**src/rtl/io_pkg.sv**
```systemverilog
// Shared constants and types for the IO input port: register addresses and status bit layout.
package io_pkg;

   localparam logic [3:0] IO_ADDR_SPEED = 4'h4;
   localparam logic [3:0] IO_ADDR_DIR   = 4'h8;
   localparam logic [3:0] IO_ADDR_STAT  = 4'hC;

   localparam int STAT_DIR = 0;
   localparam int STAT_SPD = 1;
   localparam int STAT_OVF = 2;

   // Field order matches the STAT_* indices so the struct drops straight into the status word.
   typedef struct packed {
      logic ovf;
      logic spd;
      logic dir;
   } io_stat_t;

   function automatic logic [31:0] stat_word(input io_stat_t s);
      return {29'b0, s};
   endfunction

endpackage

```
**src/rtl/io_debounce.sv**
```systemverilog
// One switch bit: two-flop synchroniser followed by a saturating stability counter.
// accept pulses (combinationally) in the cycle whose posedge moves level to the new value.
module io_debounce
   import io_pkg::*;
#(
   parameter int DEBOUNCE_CYCLES = 10000,
   parameter int CNT_W           = 14
) (
   input  logic CLK,
   input  logic RESET,
   input  logic raw,
   output logic level,
   output logic accept
);

   localparam logic [CNT_W-1:0] CNT_MAX = CNT_W'(DEBOUNCE_CYCLES - 1);

   logic             s1_reg;
   logic             s2_reg;
   logic             level_reg;
   logic [CNT_W-1:0] cnt_reg;

   assign accept = (s2_reg != level_reg) && (cnt_reg == CNT_MAX);
   assign level  = level_reg;

   always_ff @(posedge CLK) begin
      if (RESET) begin
         s1_reg    <= 1'b0;
         s2_reg    <= 1'b0;
         level_reg <= 1'b0;
         cnt_reg   <= '0;
      end else begin
         s1_reg <= raw;
         s2_reg <= s1_reg;
         // Any return to the accepted level throws away accumulated progress.
         if (s2_reg == level_reg) begin
            cnt_reg <= '0;
         end else if (accept) begin
            level_reg <= s2_reg;
            cnt_reg   <= '0;
         end else begin
            cnt_reg <= cnt_reg + CNT_W'(1);
         end
      end
   end

endmodule

```
**src/rtl/io_input_port.sv**
```systemverilog
// Memory-mapped switch input port: debounced SPEED/DIRECTION levels plus sticky change flags
// cleared by a status read. Define IO_IRQ_EN to add a registered IRQ output.
module io_input_port
   import io_pkg::*;
#(
   parameter int DEBOUNCE_CYCLES = 10000,
   parameter int CNT_W           = 14
) (
   input  logic        CLK,
   input  logic        RESET,
   input  logic [1:0]  SPEED,
   input  logic        DIRECTION,
   input  logic [3:0]  IOAddr,
   input  logic        IOReadEn,
   output logic [31:0] IOReadData
`ifdef IO_IRQ_EN
   ,
   output logic        IRQ
`endif
);

   // Bits 1:0 carry SPEED, bit 2 carries DIRECTION.
   logic [2:0] raw_bits;
   logic [2:0] level_bits;
   logic [2:0] accept_bits;

   assign raw_bits = {DIRECTION, SPEED};

   generate
      for (genvar gi = 0; gi < 3; gi++) begin : g_deb
         io_debounce #(
            .DEBOUNCE_CYCLES(DEBOUNCE_CYCLES),
            .CNT_W          (CNT_W)
         ) u_deb (
            .CLK   (CLK),
            .RESET (RESET),
            .raw   (raw_bits[gi]),
            .level (level_bits[gi]),
            .accept(accept_bits[gi])
         );
      end
   endgenerate

   logic     dir_ev;
   logic     spd_ev;
   logic     stat_clr;
   io_stat_t stat_reg;
   io_stat_t stat_next;

   assign dir_ev   = accept_bits[2];
   assign spd_ev   = accept_bits[0] | accept_bits[1];
   assign stat_clr = IOReadEn && (IOAddr == IO_ADDR_STAT);

   // A new event beats the clear; overflow only counts events landing on an uncleared flag.
   always_comb begin
      stat_next = stat_reg;
      if (stat_clr) begin
         stat_next = '0;
      end
      if (dir_ev) begin
         stat_next.dir = 1'b1;
      end
      if (spd_ev) begin
         stat_next.spd = 1'b1;
      end
      if (!stat_clr && ((dir_ev && stat_reg.dir) || (spd_ev && stat_reg.spd))) begin
         stat_next.ovf = 1'b1;
      end
   end

   always_ff @(posedge CLK) begin
      if (RESET) begin
         stat_reg <= '0;
      end else begin
         stat_reg <= stat_next;
      end
   end

   always_comb begin
      IOReadData = 32'b0;
      case (IOAddr)
         IO_ADDR_SPEED: IOReadData = {28'b0, level_bits[1:0], 2'b00};
         IO_ADDR_DIR:   IOReadData = {31'b0, level_bits[2]};
         IO_ADDR_STAT:  IOReadData = stat_word(stat_reg);
         default:       IOReadData = 32'b0;
      endcase
   end

`ifdef IO_IRQ_EN
   logic irq_reg;

   always_ff @(posedge CLK) begin
      if (RESET) begin
         irq_reg <= 1'b0;
      end else begin
         irq_reg <= stat_reg.dir | stat_reg.spd;
      end
   end

   assign IRQ = irq_reg;
`endif

endmodule

```
**config.mk**
```make
export PLATFORM = sky130hd
export DESIGN_NAME = io_input_port
export DESIGN_NICKNAME = d
export VERILOG_FILES = /design/src/rtl/io_pkg.sv /design/src/rtl/io_debounce.sv /design/src/rtl/io_input_port.sv
export SDC_FILE = /design/constraint.sdc
export NUM_CORES = 1
export LEC_CHECK = 0
export ABC_AREA = 1
export BUFFER_PORTS_ARGS = -buffer_cell sky130_fd_sc_hd__clkbuf_2
export CORE_ASPECT_RATIO = 1.4
export CORE_MARGIN = 2
export CORE_UTILIZATION = 35
export DETAILED_ROUTE_END_ITERATION = 12
export GPL_ROUTABILITY_DRIVEN = 0
export GPL_TIMING_DRIVEN = 0
export SLEW_MARGIN = 20
export SYNTH_ARGS = -nofsm -noshare
export SYNTH_HDL_FRONTEND = slang
export SYNTH_SLANG_ARGS = --single-unit
export TNS_END_PERCENT = 50
```
**constraint.sdc**
```tcl
create_clock -name CLK -period 3.07 [get_ports CLK]
set_clock_uncertainty 0.15 [all_clocks]
set_input_delay 0.921 -clock CLK [delete_from_list [all_inputs] [get_ports CLK]]
set_output_delay 0.921 -clock CLK [all_outputs]
set_load 0.005 [all_outputs]
```
# == Yosys cells after proc, flatten, opt, wreduce, memory -nomap -nowiden ==
# Index checks and enable logic that the tools add are counted.
# W data, S select, Z words.
# word_totals
regBits,54
latch_bits,0
mem_bits_rw,0
mem_bits_ro,0
in_bits,10
out_inout_bits,32
elab_cells,57
mem_count,0
# classes
add_sub_neg,3
mul,0
n_div,0
n_lt_le_gt_ge,0
eq_ne,12
shifts,0
mux,5
bitwise,4
reduce_logical,18
# op_table
cell,count
$add A14 B1 Y14 const B,3
$eq A14 B14 Y1 const B,3
$pmux W4 S3,1
$reduce_or A3 Y1,3
$eq A4 B4 Y1 const B,2
$logic_and A1 B1 Y1,7
$reduce_and A2 Y1,3
$reduce_bool A2 Y1,3
$eq A4 B3 Y1 const B,1
$eq A1 B1 Y1,3
$mux W1,3
$mux W3,1
$ne A1 B1 Y1,3
$not A1 Y1,3
$logic_not A1 Y1,1
$logic_or A1 B1 Y1,1
$or A1 B1 Y1,1

# == Logic depth before layout (Yosys ltp) ==
# logic_depth
word_depth,7
ltp_mapped,9
mapped_depth_nobuf,8

# == Hierarchy ==
# Synthesis repeated with hierarchy kept, for this count alone.
# unflattened
cells_unflattened,422
hier_area_um2,2900.3
# by_module_without_submodules
module,instances,cells_each,area_each_um2,seq_area_each_um2
io_debounce,3,120,825.8,340.3
io_input_port,1,62,422.9,60.1

# == Worst setup path after synthesis ==
# No wires, ideal clock.
# synth_path
path_kind,input port to output port
start,input IOAddr[1]
end,output IOReadData[2]
arrival_time_ps,1432
required_time_ps,1999
path_slack_ps,567
path_stages,3
path_buffers,0
path_cell_list,nor2_1 -> nand3b_1 -> o21ai_0
# synth_between
elab_chain_cells,2
elab_cells_between_ends,4
cone_classes,eq/ne (3); mux (1)
# synth_lines
element,line_no,text
start: declaration,io_input_port.sv:13,"input logic [3:0] IOAddr,"
$eq A4 B4 Y1 / $eq A4 B3 Y1 (equally long branches),io_input_port.sv:81,case (IOAddr)
$pmux W4 S3 (*),io_input_port.sv:81,
end: declaration,io_input_port.sv:15,output logic [31:0] IOReadData
# Mark *: on every way between the ends. The rest lies on a longest branch, timed or not.

# == Worst setup path after layout ==
# Ends and elaborated chain as after synthesis.

==> results.yml <==
outcome:
  outcome: "finished, final reports clean"
logic_synthesis:
  yosys_warnings: 0
  synth_commonest_cells: "nand2_1, nor2_1, inv_1, dfxtp_1, buf_4"
  yosysTopAreaCell: "dfxtp_1"
  synth_edf_count: 0
  async_flop_share: 0
  avgSynthCellArea_um2: 6.97
  synth_top_area_share: 0.380
  syn_inst: 408
  yosys_register_bits: 54
  yosysUniqueCellTypes: 27
  synthFlopType: "dfxtp_1"
  yosysSeqAreaShare: 0.380
  yosysMostFrequentCell: "nand2_1"
  synth_area_um2: 2840
  synthTopCellsByArea: "dfxtp_1, nand2_1, nor2_1"
drt:
  wirelength_um: 5280
  wl_per_cell_um: 9.51
  drtIter0Drc: 71
  num_vias: 2398
  first_pass_iters: 4
  vias_per_cell: 4.32
  drc_errors: 0
  antenna_left: 0
die:
  die_h_um: 111
  ios: 42
  die-area_um2: 8870
  coreArea_um2: 7800
  start_util: 0.365
  rows: 38
  die_w_um: 80.2
placement:
  pre_cts_ws_ps: 88.7
  post_dp_cell_area_um2: 3130
  hpwlAfterDp_um: 4230
  portBuffers: 12
critical_path:
  crit_chain: "clkbuf_2 > nor2_2 > nand3b_1 > o21ai_0 > clkbuf_2"
  arrival_ps: 1800
  crit_path_start_kind: "input pin"
  crit_fanout: 5
  critPathSlowestCell: "o21ai_0"
  cpMostUsedCell: "clkbuf_2"
  cpPeakStageDelay_ps: 270
  worstSetupPathType: "input pin to output pin"
  worstPathRequired_ps: 2000
  cp-end-kind: "output pin"
clock_tree:
  numClockSinks: 54
  cts.htree.levels: 2
  cts_tree: "done"
  clk_latency_ps: 310
  cts_made_buffers: 5
  clk_path_buf_depth: 2
  ctsHoldBuffers: 0
  cts_resized: 0
  cts_root_buf: "clkbuf_8"
  cts_setup_buffers: 0
  clk_pin_slew_ps: 90
power:
  irDropWorstVdd_mv: 0.260
  p_leak_nw: 1.28
  power_density_nw_per_um2: 365
global_route:
  grt_max_degree: 16
  grt_usage: 0.130
  antenna_found_initial: 0
  grt_pass1_vias: 2234
  gr-total-overflow: 0
  grt_pass1_wl_um: 9360
final_layout:
  fin_util: 0.414
  largest_register_ffs: 42
  area_delta_synth_final_pct: 13.4
  antenna_cells: 0
  drive_gt1_frac: 0.160
  final_area_um2: 3220
  nNetsFinal: 467
timing:
  period_minus_slack_ps: 2870
  slew_viol_final: 0
  finalSetupViolCount: 0
  rsz0062_at_grt: "no"
  hold_viol: 0
  clock.fmax_mhz: 348
  min_period_over_period: 0.936
  tns_ps: 0
  setup_slack_ps: 197
run:
  cap_violations: 0
hold_path:
  min_path_type: "flop to flop"
[final cells by class]
| cell class | count | area, um^2 |
|---|---|---|
| Clock buffer | 7 | 86.3 |
| Sequential cell | 54 | 1080 |
| Clock inverter | 1 | 5.00 |
| Timing Repair Buffer | 12 | 60.1 |
| Buffer | 32 | 250 |
| Fill cell | 844 | 4570 |
| Multi-Input combinational cell | 292 | 1400 |
| Tap cell | 100 | 125 |
| Inverter | 57 | 214 |
[worst paths after layout]
| path | cells after the start | start | end | slack, ps |
|---|---|---|---|---|
| worst max register to register | 9 | g_deb[2].u_deb.cnt_reg[0] | g_deb[2].u_deb.cnt_reg[2] | 1270 |
| worst min register to register | 2 | g_deb[1].u_deb.s1_reg | g_deb[1].u_deb.s2_reg | 260 |
| worst min-delay path | 2 | g_deb[1].u_deb.s1_reg | g_deb[1].u_deb.s2_reg | 260 |
| worst max-delay path | 5 | IOAddr[1] | IOReadData[2] | 200 |
[per-stage QoR]
stage,cells,total power [mW],hold slack (ps)
3_5_place_dp,547,0.789,247
5_1_grt,555,1.23,274
3_3_place_gp,547,0.788,244
6_report,555,1.18,256
2_1_floorplan,435,0.777,238
4_1_cts,555,1.20,260
[where the power goes]
| group | internal [mW] | switching (mW) | total (mW) |
|---|---|---|---|
| logic | 0.0339 | 0.0323 | 0.0662 |
| clock network | 0.182 | 0.220 | 0.403 |
| registers | 0.705 | 0.00236 | 0.707 |
| total | 0.921 | 0.255 | 1.18 |
[worst max-delay path, delay by kind of cell]
kind                   cells  cell delay (ps)
and+or+nand+nor            2              350
buffers and inverters      2              250
AOI/OAI and AO/OA          1              270
[cell families (layout without fill, tap and decap cells)]
logic type | count (synthesis) | in the layout | share of synthesized area
DFF | 54 | 54 | 0.380
AOI/OAI and AO/OA | 26 | 26 | 0.0484
and+or+nand+nor | 219 | 219 | 0.344
adders and majority gates | 3 | 3 | 0.0132
buffers and inverters | 89 | 109 | 0.163
xor gates and xnor gates | 16 | 16 | 0.0493
other | 1 | 28 | 0.00132
[per-layer routing]
metal | GRT usage | routed length (um) | vias up
li1 | - | - | 1300
met1 | 0.142 | 2240 | 1055
met2 | 0.236 | 2770 | 38
met3 | 0.0301 | 179 | 5
met4 | 0.0542 | 89 | 0
met5 | 0 | 0 | -
[cell usage in the layout (no fill, tap or decap), types with 5 or more instances in the layout]
cell	netlist	layout
nand2_1	77	77
nor2_1	75	74
inv_1	57	57
dfxtp_1	54	54
buf_4	30	30
conb_1	1	28
nand3_1	25	25
nor2_2	11	12
a21oi_1	12	12
clkbuf_2	0	12
xor2_1	11	11
nand4_1	10	10
o21ai_0	9	9
nor3_1	9	9
clkbuf_8	0	6
xnor2_1	5	5
No activity file was read; power rests on OpenSTA's default activity.
